`config.mk`:
```
export PLATFORM = sky130hd
export DESIGN_NAME = piso_shift_reg
export DESIGN_NICKNAME = d
export VERILOG_FILES = /design/src/rtl/piso_shift_reg.sv
export SDC_FILE = /design/constraint.sdc
export NUM_CORES = 1
export LEC_CHECK = 0
export BUFFER_PORTS_ARGS = -buffer_cell sky130_fd_sc_hd__clkbuf_2
export CORE_AREA = 2 2 39 41
export CTS_CLUSTER_SIZE = 20
export DETAILED_ROUTE_END_ITERATION = 8
export DIE_AREA = 0 0 41 43
export PLACE_DENSITY = 0.51
export SLEW_MARGIN = 5
export SYNTH_ARGS = -nofsm -noshare
export SYNTH_HDL_FRONTEND = slang
export SYNTH_SLANG_ARGS = --single-unit
```
`constraint.sdc`:
```
create_clock -name clk -period 1.35 [get_ports clk]
set_input_delay 0.2025 -clock clk [delete_from_list [all_inputs] [get_ports clk]]
set_output_delay 0.2025 -clock clk [all_outputs]
set_load 0.01 [all_outputs]
```
`src/rtl/piso_shift_reg.sv`:
```
// Parallel-in serial-out shift register: accepts a word over valid/ready and
// streams it one bit per clock, gap-free back to back, with a start-of-word flag.
//
// state | meaning
// ------+------------------------------------------------------------
// IDLE  | no word in flight, out = IDLE_LEVEL, ready for a new word
// SHIFT | bit cnt of the current word is on out; ready on last bit
module piso_shift_reg #(
    parameter int WIDTH      = 4,
    parameter int MSB_FIRST  = 1,
    parameter bit IDLE_LEVEL = 1'b0
) (
    input  logic             clk,
    input  logic             rst,
    input  logic [WIDTH-1:0] din,
    input  logic             din_valid,
    output logic             din_ready,
    output logic             out,
    output logic             out_valid,
    output logic             sof,
    output logic             busy
);

    localparam int CW = $clog2(WIDTH);
    localparam logic [CW-1:0] LAST = CW'(WIDTH - 1);

    typedef enum logic {
        IDLE,
        SHIFT
    } state_t;

    state_t           state, state_nxt;
    logic [WIDTH-1:0] sreg, sreg_nxt, sreg_shifted;
    logic [CW-1:0]    cnt, cnt_nxt;
    logic             out_nxt;
    logic             last_bit;
    logic             load;

    function automatic logic head_bit(input logic [WIDTH-1:0] w);
        return (MSB_FIRST != 0) ? w[WIDTH-1] : w[0];
    endfunction

    assign sreg_shifted = (MSB_FIRST != 0) ? (sreg << 1) : (sreg >> 1);
    assign last_bit     = (state == SHIFT) && (cnt == LAST);
    assign din_ready    = (state == IDLE) || last_bit;
    assign load         = din_valid && din_ready;

    assign out_valid = (state == SHIFT);
    assign busy      = out_valid;
    assign sof       = (state == SHIFT) && (cnt == '0);

    always_ff @(posedge clk or negedge rst) begin
        if (!rst) begin
            state <= IDLE;
            sreg  <= '0;
            cnt   <= '0;
            out   <= IDLE_LEVEL;
        end else begin
            state <= state_nxt;
            sreg  <= sreg_nxt;
            cnt   <= cnt_nxt;
            out   <= out_nxt;
        end
    end

    // out is registered from the head of sreg so it never glitches
    always_comb begin
        state_nxt = state;
        sreg_nxt  = sreg;
        cnt_nxt   = cnt;
        out_nxt   = out;
        if (load) begin
            state_nxt = SHIFT;
            sreg_nxt  = din;
            cnt_nxt   = '0;
            out_nxt   = head_bit(din);
        end else if (state == SHIFT) begin
            if (last_bit) begin
                state_nxt = IDLE;
                cnt_nxt   = '0;
                out_nxt   = IDLE_LEVEL;
            end else begin
                sreg_nxt = sreg_shifted;
                cnt_nxt  = cnt + CW'(1);
                out_nxt  = head_bit(sreg_shifted);
            end
        end
    end

endmodule

```
==> flow_summary.html, run 1 <==
<table>
<tr><th>Metric</th><th>Value</th></tr>
<tr><th colspan="2">Outcome</th></tr>
<tr><td>Status</td><td>complete, no violations</td></tr>
<tr><th colspan="2">Synth</th></tr>
<tr><td>Multiplexer fraction of the synthesized cell area</td><td>a little over a fifth</td></tr>
<tr><td>Most common cell in the netlist</td><td>sky130_fd_sc_hd__dfrtp_1</td></tr>
<tr><td>Syn. warnings</td><td>0</td></tr>
<tr><td>Avg Synthesized Cell Area</td><td>~12 um2</td></tr>
<tr><td>Number of enable flip-flop cells after synthesis</td><td>0</td></tr>
<tr><td>Post-synthesis register bit count</td><td>7</td></tr>
<tr><td>Post-synthesis sequential area ratio</td><td>45.3%</td></tr>
<tr><td>Post-synthesis share of cell area spent on xor and xnor gates</td><td>0%</td></tr>
<tr><td>Largest family of logic cells by synthesized area</td><td>multiplexers</td></tr>
<tr><td>Cell count after synthesis</td><td>32</td></tr>
<tr><td>Top area cells in the synthesized netlist</td><td>sky130_fd_sc_hd__dfrtp_1 45%, sky130_fd_sc_hd__mux2_4 16%, sky130_fd_sc_hd__ha_1 6.5%, sky130_fd_sc_hd__and2_1 3.2%, sky130_fd_sc_hd__nand2b_1 3.2%</td></tr>
<tr><td>Largest area contributor in the netlist</td><td>sky130_fd_sc_hd__dfrtp_1</td></tr>
<tr><td>Cell area after technology mapping</td><td>about 390 um2</td></tr>
<tr><td>Post-synth top area share</td><td>~45%</td></tr>
<tr><td>Commonest cells in the synthesized netlist</td><td>7 x sky130_fd_sc_hd__dfrtp_1, 4 x sky130_fd_sc_hd__mux2_4, 3 x sky130_fd_sc_hd__inv_1</td></tr>
<tr><td>Fraction of the mapped netlist area in simple logic gates</td><td>a little under an eighth</td></tr>
<tr><td>Post-synth top flop</td><td>sky130_fd_sc_hd__dfrtp_1</td></tr>
<tr><td>Compound-Gate Fraction of Synth Area</td><td>about 6.1%</td></tr>
<tr><td>Async S/R FF share, synth</td><td>100%</td></tr>
<tr><td>Synthesized-area fraction occupied by adder cells</td><td>approximately 6.5%</td></tr>
<tr><td>Number of nets in the synthesized netlist</td><td>a little over 40</td></tr>
<tr><td>Post-synth cell types</td><td>18</td></tr>
<tr><th colspan="2">Timing</th></tr>
<tr><td>Final critical path time including I/O delays and setup</td><td>roughly 1.3 ns</td></tr>
<tr><td>Max-slew violations</td><td>0</td></tr>
<tr><td>Least setup slack across all paths after layout</td><td>~0.018 ns</td></tr>
<tr><td>Sum of negative setup slack</td><td>0 ns</td></tr>
<tr><td>Final period util</td><td>between 90% and 100%</td></tr>
<tr><td>Final hold violation count</td><td>0</td></tr>
<tr><td>Worst Max-Slew Pin Slew</td><td>roughly 0.22 ns</td></tr>
<tr><td>Worst max-slew margin expressed relative to the limit</td><td>about 85%</td></tr>
<tr><td>Setup-failing EPs final</td><td>0</td></tr>
<tr><td>Worst hold slack</td><td>roughly 0.23 ns</td></tr>
<tr><td>RSZ-0062 raised after global routing</td><td>true</td></tr>
<tr><td>Highest attainable clock frequency</td><td>751 MHz</td></tr>
<tr><td>Skew final</td><td>between 0.01 and 0.015 ns</td></tr>
<tr><th colspan="2">Job</th></tr>
<tr><td>Max-cap violations</td><td>0</td></tr>
<tr><th colspan="2">Global routing</th></tr>
<tr><td>Overall fraction of global-route tracks in use</td><td>roughly 9.2%</td></tr>
<tr><td>Number of global-route vias before repair</td><td>between 200 and 250</td></tr>
<tr><td>Global-route wire length before repair</td><td>slightly above 1000 um</td></tr>
<tr><td>Maximum number of pins on one net before global-route repair</td><td>10</td></tr>
<tr><td>Remaining global-route overflow</td><td>0</td></tr>
<tr><td>Initial antenna violation count</td><td>0</td></tr>
<tr><th colspan="2">Worst hold path</th></tr>
<tr><td>Worst hold path endpoint</td><td>out</td></tr>
<tr><td>Origin of the worst min-delay path</td><td>din[3]</td></tr>
<tr><td>Kind of path behind the tightest hold check</td><td>input pin to flip-flop</td></tr>
<tr><td>Number of stages on the worst hold path</td><td>3</td></tr>
<tr><th colspan="2">Setup path</th></tr>
<tr><td>Number of buffer and inverter instances along the worst setup path</td><td>1</td></tr>
<tr><td>Crit path launch type</td><td>flip-flop</td></tr>
<tr><td>Maximum fanout along the worst path</td><td>6</td></tr>
<tr><td>Classification of the worst setup path</td><td>flip-flop to output pin</td></tr>
<tr><td>Reg-to-Reg End</td><td>sreg[2]</td></tr>
<tr><td>Launch point of the worst path</td><td>cnt[1]</td></tr>
<tr><td>Worst Path Required</td><td>about 1.2 ns</td></tr>
<tr><td>Top Family by Delay on Critical Path</td><td>flip-flops</td></tr>
<tr><td>Slack of the worst reg-to-reg path</td><td>0.05 ns</td></tr>
<tr><td>Max stage delay cell, worst path</td><td>sky130_fd_sc_hd__dfrtp_1</td></tr>
<tr><td>Highest cell delay on the worst timing path</td><td>approximately 0.39 ns</td></tr>
<tr><td>WP data arrival</td><td>between 1 and 1.5 ns</td></tr>
<tr><td>CP endpoint kind</td><td>output pin</td></tr>
<tr><td>Series of cell instances along the critical path</td><td>ha_2, nand2b_4, buf_6</td></tr>
<tr><td>Start of the worst register-to-register path</td><td>cnt[1]</td></tr>
<tr><td>R2r worst-path depth</td><td>4</td></tr>
<tr><th colspan="2">Finish</th></tr>
<tr><td>Final core occ</td><td>39.7%</td></tr>
<tr><td>Ratio of cells with drive above 1 in the final layout</td><td>59.2%</td></tr>
<tr><td>Post-route cell area</td><td>about 550 um2</td></tr>
<tr><td>Area overhead of the layout relative to synthesis</td><td>42.1%</td></tr>
<tr><td>NumNets Final</td><td>59</td></tr>
<tr><td>Total inserted antenna cells</td><td>0</td></tr>
<tr><td>Final standard cell count with taps included and fillers excluded</td><td>65</td></tr>
<tr><th colspan="2">Floorplan</th></tr>
<tr><td>Width of the die</td><td>a little over 40 um</td></tr>
<tr><td>Overall die height</td><td>~43 um</td></tr>
<tr><td>Starting Density</td><td>around 28%</td></tr>
<tr><td>Die Area</td><td>0.00176 mm2</td></tr>
<tr><td>Std-Cell Rows</td><td>14</td></tr>
<tr><td>Total I/O pin count</td><td>12</td></tr>
<tr><td>Area of the core</td><td>0.00138 mm2</td></tr>
<tr><th colspan="2">Routing</th></tr>
<tr><td>Total length of routed wires</td><td>roughly 700 um</td></tr>
<tr><td>Number of detailed-route iterations in the first pass</td><td>2</td></tr>
<tr><td>Overall via count from detail_route</td><td>273</td></tr>
<tr><td>Via density per instance</td><td>around 4.2</td></tr>
<tr><td>Drt wl/cell</td><td>10.7 um</td></tr>
<tr><td>Residual DRC count</td><td>0</td></tr>
<tr><td>Antenna violation net count after detailed routing</td><td>0</td></tr>
<tr><td>DRC violation total after the first TritonRoute iteration</td><td>3</td></tr>
<tr><th colspan="2">Placement</th></tr>
<tr><td>Setup slack after placement</td><td>0.0112 ns</td></tr>
<tr><td>DP Wirelength</td><td>approximately 500 um</td></tr>
<tr><td>Placed Cells</td><td>58</td></tr>
<tr><td>Placed cell area</td><td>approximately 450 um2</td></tr>
<tr><td>RePlAce Congestion</td><td>about 0.66</td></tr>
<tr><td>IO buf count</td><td>11</td></tr>
<tr><th colspan="2">Clock network</th></tr>
<tr><td>Clock insertion delay at the later pin of the skew report</td><td>around 0.26 ns</td></tr>
<tr><td>Clock Sinks</td><td>7</td></tr>
<tr><td>H-tree depth</td><td>1</td></tr>
<tr><td>Root buf cell</td><td>sky130_fd_sc_hd__clkbuf_4</td></tr>
<tr><td>Total clock buffers created by CTS</td><td>3</td></tr>
<tr><td>Clock input transition at the sequential cells of the worst setup and hold paths</td><td>0.06 ns</td></tr>
<tr><td>Max clock buf depth</td><td>2</td></tr>
<tr><td>CTS tree</td><td>done</td></tr>
<tr><th colspan="2">Pwr</th></tr>
<tr><td>Static leakage power</td><td>about 0.27 nW</td></tr>
<tr><td>Total power after layout</td><td>roughly 1.2 mW</td></tr>
<tr><td>VDD IR max</td><td>a little under 0.7 mV</td></tr>
<tr><td>Pwr per Cell Area</td><td>2150 mW/mm2</td></tr>
</table>
==> cells in the final DEF, fill, tap and decap left out <==
cell type	instances
sky130_fd_sc_hd__clkinv_2	1
sky130_fd_sc_hd__inv_1	2
sky130_fd_sc_hd__clkbuf_4	3
sky130_fd_sc_hd__nand3_1	1
sky130_fd_sc_hd__dfrtp_1	7
sky130_fd_sc_hd__nand2b_1	1
sky130_fd_sc_hd__nand2b_4	1
sky130_fd_sc_hd__nor2_1	1
sky130_fd_sc_hd__mux2_2	1
sky130_fd_sc_hd__mux2_4	4
sky130_fd_sc_hd__o21ai_0	1
sky130_fd_sc_hd__and2_1	1
sky130_fd_sc_hd__o221ai_1	1
sky130_fd_sc_hd__dlygate4sd3_1	1
sky130_fd_sc_hd__inv_4	1
sky130_fd_sc_hd__and2_4	1
sky130_fd_sc_hd__ha_4	1
sky130_fd_sc_hd__nand2_1	1
sky130_fd_sc_hd__a32o_1	1
sky130_fd_sc_hd__buf_6	3
sky130_fd_sc_hd__mux2i_1	1
sky130_fd_sc_hd__buf_4	3
sky130_fd_sc_hd__ha_2	1
sky130_fd_sc_hd__or3b_1	1
sky130_fd_sc_hd__clkbuf_2	9
==> cells by family (layout without fill, tap and decap cells) <==
kind of cell / count (synthesis) / count (layout)
simple gates: 8 / 8
flops: 7 / 7
buf+inv: 6 / 23
mux: 6 / 6
fa+ha+maj: 2 / 2
compound gates: 3 / 3
==> cell type report <==
type                            count  area [um2]
Tap cell                           16        20.0
Timing Repair Buffer               16         111
Clock inverter                      1        5.00
Clock buffer                        3        22.5
Inverter                            3        13.8
Sequential cell                     7         175
Fill cell                         134         835
Multi-Input combinational cell     19         201
==> worst min-delay path, stage by stage <==
cell and delay [ns]:
sky130_fd_sc_hd__clkbuf_2 0.09, sky130_fd_sc_hd__nand3_1 0.08, sky130_fd_sc_hd__o221ai_1 0.07
==> registers in the layout, summed over array words and instances (netlist names) <==
| signal | flops |
|---|---|
| cnt | 2 |
| busy | 1 |
| sreg | 3 |
| out | 1 |
==> routing by layer <==
layer	share of wire [%]	track usage [%]	vias to the layer above
li1	-	-	143
met1	51	13.6	122
met2	44	10.0	8
met3	5.5	3.14	0
met4	0	8.00	0
met5	0	0	-
==> how the worst max path moves through the flow <==
| stage | to | slack, ns | depth (start not counted) |
|---|---|---|---|
| 2_1_floorplan | sreg[1] | 0.05 | 4 |
| 5_1_grt | din_ready | -0.03 | 3 |
| 4_1_cts | sof | -0.05 | 5 |
| 3_3_place_gp | sreg[2] | 0.03 | 3 |
| 6_report | din_ready | 0.02 | 3 |
| 3_5_place_dp | sreg[1] | 0.01 | 3 |
==> power by group <==
part           switching, mW  leakage [nW]  internal [mW]
logic                  0.250         0.168          0.392
clock network         0.0830        0.0177          0.109
registers             0.0535        0.0868          0.296
total                  0.386         0.272          0.796
==> repair_timing <==
action / 4_1_cts / 5_1_grt
resized for setup: 2 / 11
endpoints found under the hold margin: 7 / 0
pin swaps: 0 / 3
hold buffers: 1 / 0
buffers inserted: 0 / 2
endpoints found under the setup margin: 2 / 2
Power figures use the tool's default switching activity.
==> inputs of run 2 (changes only) <==
--- a/config.mk
+++ b/config.mk
@@ -5,12 +5,13 @@
 export SDC_FILE = /design/constraint.sdc
 export NUM_CORES = 1
 export LEC_CHECK = 0
+export ABC_AREA = 1
 export BUFFER_PORTS_ARGS = -buffer_cell sky130_fd_sc_hd__clkbuf_2
 export CORE_AREA = 2 2 39 41
 export CTS_CLUSTER_SIZE = 20
 export DETAILED_ROUTE_END_ITERATION = 8
 export DIE_AREA = 0 0 41 43
-export PLACE_DENSITY = 0.51
+export PLACE_DENSITY = 0.5
 export SLEW_MARGIN = 5
 export SYNTH_ARGS = -nofsm -noshare
 export SYNTH_HDL_FRONTEND = slang
==> run 2 against run 1 <==
Critical path depth increased by 1. Non-clock buffer count shrank 1. Fmax up 1.9%. Clock skew is 0.0050 ns lower. Clock power increased by 4%. Sequential share of layout area rose by 0.82 points. Global-route usage is 2.0 points higher. Register-to-register slack better by 0.10 ns. Largest cell class unchanged. Critical endpoint unchanged. Highest routed layer unchanged.
==> flow_summary.html, run 2 <==
<table>
<tr><th>Metric</th><th>Value</th></tr>
<tr><th colspan="2">Synth</th></tr>
<tr><td>Top area cells in the synthesized netlist</td><td>sky130_fd_sc_hd__dfrtp_1 48%, sky130_fd_sc_hd__nand2_1 13%, sky130_fd_sc_hd__inv_1 7.1%, sky130_fd_sc_hd__ha_1 6.8%, sky130_fd_sc_hd__nand3_1 6.8%</td></tr>
<tr><td>Post-synth cell types</td><td>13</td></tr>
<tr><td>Most common cell in the netlist</td><td>sky130_fd_sc_hd__nand2_1</td></tr>
<tr><td>Async S/R FF share, synth</td><td>between 90% and 100%</td></tr>
<tr><td>Number of nets in the synthesized netlist</td><td>54</td></tr>
<tr><td>Post-synthesis sequential area ratio</td><td>between 40% and 50%</td></tr>
<tr><td>Cell count after synthesis</td><td>45</td></tr>
<tr><td>Number of enable flip-flop cells after synthesis</td><td>0</td></tr>
<tr><td>Post-synth top flop</td><td>sky130_fd_sc_hd__dfrtp_1</td></tr>
<tr><td>Post-synthesis register bit count</td><td>7</td></tr>
<tr><td>Largest family of logic cells by synthesized area</td><td>simple AND/OR/NAND/NOR gates</td></tr>
<tr><td>Syn. warnings</td><td>0</td></tr>
<tr><td>Multiplexer fraction of the synthesized cell area</td><td>0%</td></tr>
<tr><td>Post-synth top area share</td><td>a little under half</td></tr>
<tr><td>Fraction of the mapped netlist area in simple logic gates</td><td>roughly 29%</td></tr>
<tr><td>Compound-Gate Fraction of Synth Area</td><td>around 5.1%</td></tr>
<tr><td>Cell area after technology mapping</td><td>around 370 um2</td></tr>
<tr><td>Largest area contributor in the netlist</td><td>sky130_fd_sc_hd__dfrtp_1</td></tr>
<tr><td>Commonest cells in the synthesized netlist</td><td>13 x sky130_fd_sc_hd__nand2_1, 7 x sky130_fd_sc_hd__dfrtp_1, 7 x sky130_fd_sc_hd__inv_1</td></tr>
<tr><td>Post-synthesis share of cell area spent on xor and xnor gates</td><td>0%</td></tr>
<tr><td>Synthesized-area fraction occupied by adder cells</td><td>6.80%</td></tr>
<tr><td>Avg Synthesized Cell Area</td><td>approximately 8.2 um2</td></tr>
<tr><th colspan="2">Global routing</th></tr>
<tr><td>Remaining global-route overflow</td><td>0</td></tr>
<tr><td>Initial antenna violation count</td><td>0</td></tr>
<tr><td>Overall fraction of global-route tracks in use</td><td>roughly 11%</td></tr>
<tr><td>Maximum number of pins on one net before global-route repair</td><td>8</td></tr>
<tr><td>Global-route wire length before repair</td><td>approximately 1200 um</td></tr>
<tr><td>Number of global-route vias before repair</td><td>between 300 and 400</td></tr>
<tr><th colspan="2">Floorplan</th></tr>
<tr><td>Std-Cell Rows</td><td>14</td></tr>
<tr><td>Width of the die</td><td>roughly 41 um</td></tr>
<tr><td>Area of the core</td><td>~0.0014 mm2</td></tr>
<tr><td>Die Area</td><td>about 0.0018 mm2</td></tr>
<tr><td>Starting Density</td><td>26.6%</td></tr>
<tr><td>Overall die height</td><td>43 um</td></tr>
<tr><td>Total I/O pin count</td><td>12</td></tr>
<tr><th colspan="2">Worst hold path</th></tr>
<tr><td>Kind of path behind the tightest hold check</td><td>input pin to flip-flop</td></tr>
<tr><td>Worst hold path endpoint</td><td>sreg[0]</td></tr>
<tr><td>Origin of the worst min-delay path</td><td>din[0]</td></tr>
<tr><td>Number of stages on the worst hold path</td><td>3</td></tr>
<tr><th colspan="2">Clock network</th></tr>
<tr><td>H-tree depth</td><td>1</td></tr>
<tr><td>Clock input transition at the sequential cells of the worst setup and hold paths</td><td>around 0.06 ns</td></tr>
<tr><td>Clock Sinks</td><td>7</td></tr>
<tr><td>Clock insertion delay at the later pin of the skew report</td><td>0.26 ns</td></tr>
<tr><td>CTS tree</td><td>done</td></tr>
<tr><td>Total clock buffers created by CTS</td><td>3</td></tr>
<tr><td>Max clock buf depth</td><td>2</td></tr>
<tr><td>Root buf cell</td><td>sky130_fd_sc_hd__clkbuf_4</td></tr>
<tr><th colspan="2">Setup path</th></tr>
<tr><td>Worst Path Required</td><td>between 1 and 1.5 ns</td></tr>
<tr><td>Highest cell delay on the worst timing path</td><td>0.42 ns</td></tr>
<tr><td>Maximum fanout along the worst path</td><td>3</td></tr>
<tr><td>Max stage delay cell, worst path</td><td>sky130_fd_sc_hd__dfrtp_1</td></tr>
<tr><td>Series of cell instances along the critical path</td><td>ha_4, inv_2, nand2_2, buf_6</td></tr>
<tr><td>R2r worst-path depth</td><td>8</td></tr>
<tr><td>WP data arrival</td><td>about 1.1 ns</td></tr>
<tr><td>Slack of the worst reg-to-reg path</td><td>~0.15 ns</td></tr>
<tr><td>Reg-to-Reg End</td><td>sreg[1]</td></tr>
<tr><td>CP endpoint kind</td><td>output pin</td></tr>
<tr><td>Start of the worst register-to-register path</td><td>cnt[1]</td></tr>
<tr><td>Top Family by Delay on Critical Path</td><td>flip-flops</td></tr>
<tr><td>Classification of the worst setup path</td><td>flip-flop to output pin</td></tr>
<tr><td>Number of buffer and inverter instances along the worst setup path</td><td>2</td></tr>
<tr><td>Crit path launch type</td><td>flip-flop</td></tr>
<tr><th colspan="2">Timing</th></tr>
<tr><td>Final hold violation count</td><td>0</td></tr>
<tr><td>Worst max-slew margin expressed relative to the limit</td><td>a little over four fifths</td></tr>
<tr><td>Final period util</td><td>around 97%</td></tr>
<tr><td>Least setup slack across all paths after layout</td><td>0.0430 ns</td></tr>
<tr><td>Max-slew violations</td><td>0</td></tr>
<tr><td>Highest attainable clock frequency</td><td>around 770 MHz</td></tr>
<tr><td>Skew final</td><td>around 0.0066 ns</td></tr>
<tr><td>RSZ-0062 raised after global routing</td><td>true</td></tr>
<tr><td>Setup-failing EPs final</td><td>0</td></tr>
<tr><td>Final critical path time including I/O delays and setup</td><td>approximately 1.3 ns</td></tr>
<tr><td>Worst Max-Slew Pin Slew</td><td>about 0.24 ns</td></tr>
<tr><th colspan="2">Finish</th></tr>
<tr><td>Area overhead of the layout relative to synthesis</td><td>45.6%</td></tr>
<tr><td>Ratio of cells with drive above 1 in the final layout</td><td>a little over 50%</td></tr>
<tr><td>Most common cell after layout, fill and taps aside</td><td>sky130_fd_sc_hd__nand2_1</td></tr>
<tr><td>NumNets Final</td><td>between 70 and 80</td></tr>
<tr><td>Largest register FFs</td><td>3</td></tr>
<tr><td>Commonest non-fill, non-tap cells in the layout</td><td>12 x sky130_fd_sc_hd__nand2_1, 9 x sky130_fd_sc_hd__clkbuf_2, 7 x sky130_fd_sc_hd__dfrtp_1, 6 x sky130_fd_sc_hd__inv_2, 5 x sky130_fd_sc_hd__nand3_1</td></tr>
<tr><td>Register name with the most flops</td><td>sreg</td></tr>
<tr><td>Final standard cell count with taps included and fillers excluded</td><td>about 80</td></tr>
<tr><td>Total inserted antenna cells</td><td>0</td></tr>
<tr><td>Final core occ</td><td>about 39%</td></tr>
<tr><td>Number of filler cells placed in the layout</td><td>between 150 and 200</td></tr>
<tr><td>Registers with the highest flip-flop counts</td><td>sreg x3, cnt x2</td></tr>
<tr><th colspan="2">Pwr</th></tr>
<tr><td>Total power after layout</td><td>between 1 and 1.5 mW</td></tr>
<tr><td>Pwr per Cell Area</td><td>between 2000 and 2500 mW/mm2</td></tr>
<tr><td>Static leakage power</td><td>a little under 0.3 nW</td></tr>
<tr><td>VDD IR max</td><td>roughly 0.74 mV</td></tr>
<tr><th colspan="2">Routing</th></tr>
<tr><td>Antenna violation net count after detailed routing</td><td>0</td></tr>
<tr><td>Total length of routed wires</td><td>between 800 and 900 um</td></tr>
<tr><td>Via density per instance</td><td>approximately 4.3</td></tr>
<tr><td>Number of detailed-route iterations in the first pass</td><td>4</td></tr>
<tr><td>DRC violation total after the first TritonRoute iteration</td><td>5</td></tr>
<tr><td>Overall via count from detail_route</td><td>around 340</td></tr>
<tr><td>Drt wl/cell</td><td>10.6 um</td></tr>
<tr><td>Residual DRC count</td><td>0</td></tr>
<tr><th colspan="2">Placement</th></tr>
<tr><td>DP Wirelength</td><td>573 um</td></tr>
<tr><td>Placed Cells</td><td>71</td></tr>
<tr><td>RePlAce Congestion</td><td>about 0.66</td></tr>
<tr><td>IO buf count</td><td>11</td></tr>
<tr><td>Setup slack after placement</td><td>around 0.20 ns</td></tr>
<tr><th colspan="2">Outcome</th></tr>
<tr><td>Status</td><td>complete, no violations</td></tr>
<tr><th colspan="2">Job</th></tr>
<tr><td>Max-cap violations</td><td>0</td></tr>
</table>
-- run 2: layer usage --
metal / up-vias / share of wire [%] / track usage, %
met5: - / 0 / 0
met4: 0 / 0 / 4.00
met3: 0 / 5.7 / 9.42
met2: 8 / 51 / 15.9
met1: 161 / 43 / 11.8
li1: 172 / - / -
-- run 2: cell families after synthesis --
logic type,count (synthesis)
AO/OA/AOI/OAI,3
flip-flops,7
adder cells (fa/ha/maj),2
AND/OR/NAND/NOR,23
buffers and inverters,10
-- run 2: repair_timing --
item | CTS | global route
setup endpoints to repair | 1 | 2
resized for setup | 1 | 12
pin swaps | 0 | 2
buffers inserted | 0 | 3
hold buffers | 1 | 0
endpoints found under the hold margin | 7 | 0
-- run 2: cell type report --
| type | count | area [um2] | share of cell area (%) |
|---|---|---|---|
| Inverter | 9 | 33.8 | 6.31 |
| Multi-Input combinational cell | 28 | 179 | 33.4 |
| Tap cell | 16 | 20.0 | 3.74 |
| Clock inverter | 1 | 5.00 | 0.935 |
| Sequential cell | 7 | 175 | 32.7 |
| Timing Repair Buffer | 15 | 100 | 18.7 |
| Clock buffer | 3 | 22.5 | 4.21 |
-- run 2: worst max path at each step --
stage | start | to | slack [ns] | cells past startpoint
after detailed placement | cnt[0] | sreg[2] | 0.20 | 7
after global routing | cnt[1] | din_ready | -0.02 | 4
after global placement | cnt[0] | sreg[1] | 0.20 | 7
after CTS | cnt[0] | din_ready | 0.0005 | 4
after floorplan | cnt[0] | sreg[1] | 0.26 | 7
final | cnt[1] | din_ready | 0.04 | 4
-- run 2: power by group --
group          leakage (nW)  internal [mW]  switching [mW]
logic                 0.185          0.321           0.325
registers            0.0869          0.295          0.0790
clock network        0.0177          0.109          0.0891
-- run 2: worst reg2reg max path: stages (launching register included) --
cell,delay (ns)
sky130_fd_sc_hd__dfrtp_1,0.42
sky130_fd_sc_hd__ha_4,0.18
sky130_fd_sc_hd__inv_2,0.05
sky130_fd_sc_hd__nand2_2,0.06
sky130_fd_sc_hd__buf_4,0.15
sky130_fd_sc_hd__nand2_2,0.06
sky130_fd_sc_hd__inv_2,0.05
sky130_fd_sc_hd__nand2_1,0.05
sky130_fd_sc_hd__nand3_1,0.06
-- run 2: through the flow --
step	hold WS, ns	setup TNS (ns)	instance area (um2)
5_1_grt	0.149	-0.0282	536
6_report	0.140	0	536
3_3_place_gp	0.0557	0	435
3_5_place_dp	0.0585	0	435
4_1_cts	0.131	0	475
2_1_floorplan	-0.0931	0	368
==> inputs of run 3 (changes only) <==
--- a/config.mk
+++ b/config.mk
@@ -7,11 +7,13 @@
 export LEC_CHECK = 0
 export ABC_AREA = 1
 export BUFFER_PORTS_ARGS = -buffer_cell sky130_fd_sc_hd__clkbuf_2
+export CELL_PAD_IN_SITES_DETAIL_PLACEMENT = 0
+export CELL_PAD_IN_SITES_GLOBAL_PLACEMENT = 1
 export CORE_AREA = 2 2 39 41
 export CTS_CLUSTER_SIZE = 20
 export DETAILED_ROUTE_END_ITERATION = 8
 export DIE_AREA = 0 0 41 43
-export PLACE_DENSITY = 0.5
+export PLACE_DENSITY = 0.65
 export SLEW_MARGIN = 5
 export SYNTH_ARGS = -nofsm -noshare
 export SYNTH_HDL_FRONTEND = slang
==> run 3 against run 2 <==
Design area decreased by 3.3%. Via count is 6.2% lower. Count of clock-buffer cells in the layout grew 1. Fmax decreased by 0.81%. Largest cell class unchanged. Sequential cell count is the same. Critical path type unchanged.
==> flow_summary.html, run 3 (synthesis gave the netlist of run 2 again) <==
<table>
<tr><th>Metric</th><th>Value</th></tr>
<tr><th colspan="2">Placement</th></tr>
<tr><td>Setup slack after placement</td><td>around 0.22 ns</td></tr>
<tr><td>Placed cell area</td><td>between 400 and 500 um2</td></tr>
<tr><td>IO buf count</td><td>11</td></tr>
<tr><td>DP Wirelength</td><td>slightly below 600 um</td></tr>
<tr><td>RePlAce Congestion</td><td>0.626</td></tr>
<tr><th colspan="2">Routing</th></tr>
<tr><td>Residual DRC count</td><td>0</td></tr>
<tr><td>Via density per instance</td><td>a little over 4</td></tr>
<tr><td>Total length of routed wires</td><td>between 700 and 800 um</td></tr>
<tr><td>DRC violation total after the first TritonRoute iteration</td><td>12</td></tr>
<tr><td>Overall via count from detail_route</td><td>320</td></tr>
<tr><td>Drt wl/cell</td><td>9.73 um</td></tr>
<tr><td>Antenna violation net count after detailed routing</td><td>0</td></tr>
<tr><td>Number of detailed-route iterations in the first pass</td><td>4</td></tr>
<tr><th colspan="2">Clock network</th></tr>
<tr><td>Total clock buffers created by CTS</td><td>3</td></tr>
<tr><td>Root buf cell</td><td>sky130_fd_sc_hd__clkbuf_4</td></tr>
<tr><td>Clock Sinks</td><td>7</td></tr>
<tr><td>Max clock buf depth</td><td>2</td></tr>
<tr><td>CTS tree</td><td>done</td></tr>
<tr><td>H-tree depth</td><td>1</td></tr>
<tr><td>Clock insertion delay at the later pin of the skew report</td><td>approximately 0.25 ns</td></tr>
<tr><td>Clock input transition at the sequential cells of the worst setup and hold paths</td><td>0.05 ns</td></tr>
<tr><th colspan="2">Setup path</th></tr>
<tr><td>Maximum fanout along the worst path</td><td>3</td></tr>
<tr><td>Series of cell instances along the critical path</td><td>ha_4, inv_2, nand2_2, buf_6</td></tr>
<tr><td>Max stage delay cell, worst path</td><td>sky130_fd_sc_hd__dfrtp_1</td></tr>
<tr><td>Slack of the worst reg-to-reg path</td><td>around 0.25 ns</td></tr>
<tr><td>Start of the worst register-to-register path</td><td>cnt[1]</td></tr>
<tr><td>WP data arrival</td><td>between 1 and 1.5 ns</td></tr>
<tr><td>Worst Path Required</td><td>roughly 1.2 ns</td></tr>
<tr><td>Classification of the worst setup path</td><td>flip-flop to output pin</td></tr>
<tr><td>CP endpoint kind</td><td>output pin</td></tr>
<tr><td>Crit path launch type</td><td>flip-flop</td></tr>
<tr><td>Launch point of the worst path</td><td>cnt[1]</td></tr>
<tr><td>Highest cell delay on the worst timing path</td><td>0.42 ns</td></tr>
<tr><th colspan="2">Finish</th></tr>
<tr><td>Registers with the highest flip-flop counts</td><td>sreg x3, cnt x2</td></tr>
<tr><td>Number of filler cells placed in the layout</td><td>roughly 150</td></tr>
<tr><td>Total inserted antenna cells</td><td>0</td></tr>
<tr><td>Commonest non-fill, non-tap cells in the layout</td><td>13 x sky130_fd_sc_hd__nand2_1, 9 x sky130_fd_sc_hd__clkbuf_2, 7 x sky130_fd_sc_hd__dfrtp_1, 5 x sky130_fd_sc_hd__inv_2, 5 x sky130_fd_sc_hd__nand3_1</td></tr>
<tr><td>Post-route cell area</td><td>just over 500 um2</td></tr>
<tr><td>Largest register FFs</td><td>3</td></tr>
<tr><td>Ratio of cells with drive above 1 in the final layout</td><td>a little under half</td></tr>
<tr><td>Most common cell after layout, fill and taps aside</td><td>sky130_fd_sc_hd__nand2_1</td></tr>
<tr><td>NumNets Final</td><td>72</td></tr>
<tr><td>Area overhead of the layout relative to synthesis</td><td>40.8%</td></tr>
<tr><td>Register name with the most flops</td><td>sreg</td></tr>
<tr><th colspan="2">Global routing</th></tr>
<tr><td>Number of global-route vias before repair</td><td>around 270</td></tr>
<tr><td>Maximum number of pins on one net before global-route repair</td><td>8</td></tr>
<tr><td>Overall fraction of global-route tracks in use</td><td>10.7%</td></tr>
<tr><td>Global-route wire length before repair</td><td>1170 um</td></tr>
<tr><td>Remaining global-route overflow</td><td>0</td></tr>
<tr><td>Initial antenna violation count</td><td>0</td></tr>
<tr><th colspan="2">Timing</th></tr>
<tr><td>RSZ-0062 raised after global routing</td><td>true</td></tr>
<tr><td>Sum of negative setup slack</td><td>0 ns</td></tr>
<tr><td>Highest attainable clock frequency</td><td>about 760 MHz</td></tr>
<tr><td>Worst max-slew margin expressed relative to the limit</td><td>85.5%</td></tr>
<tr><td>Final hold violation count</td><td>0</td></tr>
<tr><td>Skew final</td><td>roughly 0.0043 ns</td></tr>
<tr><td>Max-slew violations</td><td>0</td></tr>
<tr><td>Least setup slack across all paths after layout</td><td>0.0323 ns</td></tr>
<tr><td>Worst Max-Slew Pin Slew</td><td>between 0.2 and 0.25 ns</td></tr>
<tr><td>Final period util</td><td>between 90% and 100%</td></tr>
<tr><td>Final critical path time including I/O delays and setup</td><td>between 1 and 1.5 ns</td></tr>
<tr><td>Setup-failing EPs final</td><td>0</td></tr>
<tr><th colspan="2">Floorplan</th></tr>
<tr><td>Std-Cell Rows</td><td>14</td></tr>
<tr><td>Total I/O pin count</td><td>12</td></tr>
<tr><td>Starting Density</td><td>between 20% and 30%</td></tr>
<tr><td>Overall die height</td><td>approximately 43 um</td></tr>
<tr><td>Die Area</td><td>around 0.0018 mm2</td></tr>
<tr><td>Area of the core</td><td>between 0.001 and 0.0015 mm2</td></tr>
<tr><td>Width of the die</td><td>a little over 40 um</td></tr>
<tr><th colspan="2">Pwr</th></tr>
<tr><td>VDD IR max</td><td>slightly below 0.9 mV</td></tr>
<tr><td>Pwr per Cell Area</td><td>~2200 mW/mm2</td></tr>
<tr><td>Static leakage power</td><td>between 0.2 and 0.3 nW</td></tr>
<tr><th colspan="2">Outcome</th></tr>
<tr><td>Status</td><td>complete, no violations</td></tr>
<tr><th colspan="2">Worst hold path</th></tr>
<tr><td>Kind of path behind the tightest hold check</td><td>input pin to flip-flop</td></tr>
<tr><td>Origin of the worst min-delay path</td><td>din[0]</td></tr>
<tr><th colspan="2">Job</th></tr>
<tr><td>Max-cap violations</td><td>0</td></tr>
</table>
run 3: cell count changes in the layout (fill, tap and decap cells not counted):
cell	before	now
sky130_fd_sc_hd__inv_1	3	4
sky130_fd_sc_hd__clkbuf_1	0	1
sky130_fd_sc_hd__buf_4	3	2
sky130_fd_sc_hd__nand2_1	12	13
sky130_fd_sc_hd__buf_2	0	1
sky130_fd_sc_hd__inv_2	6	5
sky130_fd_sc_hd__buf_6	2	1
sky130_fd_sc_hd__clkinv_2	1	0
sky130_fd_sc_hd__nand2_2	3	2
run 3: report_power, final:
group,internal [mW],switching (mW)
registers,0.295,0.0725
logic,0.264,0.299
clock network,0.113,0.0770
run 3: critical path: cells and delay by family (launching register included):
kind	cells	cell delay, ns
flip-flops	1	0.42
adder cells (fa/ha/maj)	1	0.19
AND/OR/NAND/NOR	1	0.07
buffers and inverters	2	0.19
run 3: routing by layer:
layer	up-vias	wire length, um	part of all wire (%)	track usage (%)
met5	-	0	0	0
met4	0	0	0	8.00
met3	0	33	4.3	4.71
met2	9	375	49	12.5
met1	140	350	46	14.7
li1	171	-	-	-
run 3: area by class of cell:
type,instances,area (um2),area share [%]
Inverter,9,33.8,6.52
Tap cell,16,20.0,3.86
Timing Repair Buffer,14,86.3,16.7
Clock buffer,4,26.3,5.07
Multi-Input combinational cell,28,176,34.1
Sequential cell,7,175,33.8
run 3: what timing repair did:
item	in CTS	in global routing
hold buffers	1	0
gates resized for setup	1	9
endpoints found under the hold margin	7	0
pin swaps	0	1
buffers inserted	0	2
endpoints found under the setup margin	1	2
run 3: final timing paths:
check,endpoint,cells after the start
max in group asynchronous,sreg[1],2
max,din_ready,4
max reg2reg,sreg[2],7
min in group asynchronous,cnt[1],2
min reg2reg,sreg[0],2
min,sreg[0],3
run 3: per-stage QoR:
step | utilization (%) | std cells | hold slack, ns | total power, mW
after floorplan | - | 45 | -0.0931 | 0.677
after global placement | 31.5 | 71 | 0.0520 | 0.807
after detailed placement | 31.5 | 71 | 0.0541 | 0.807
after CTS | 34.3 | 76 | 0.156 | 1.01
after global routing | 37.4 | 78 | 0.150 | 1.24
final | 37.4 | 78 | 0.155 | 1.12
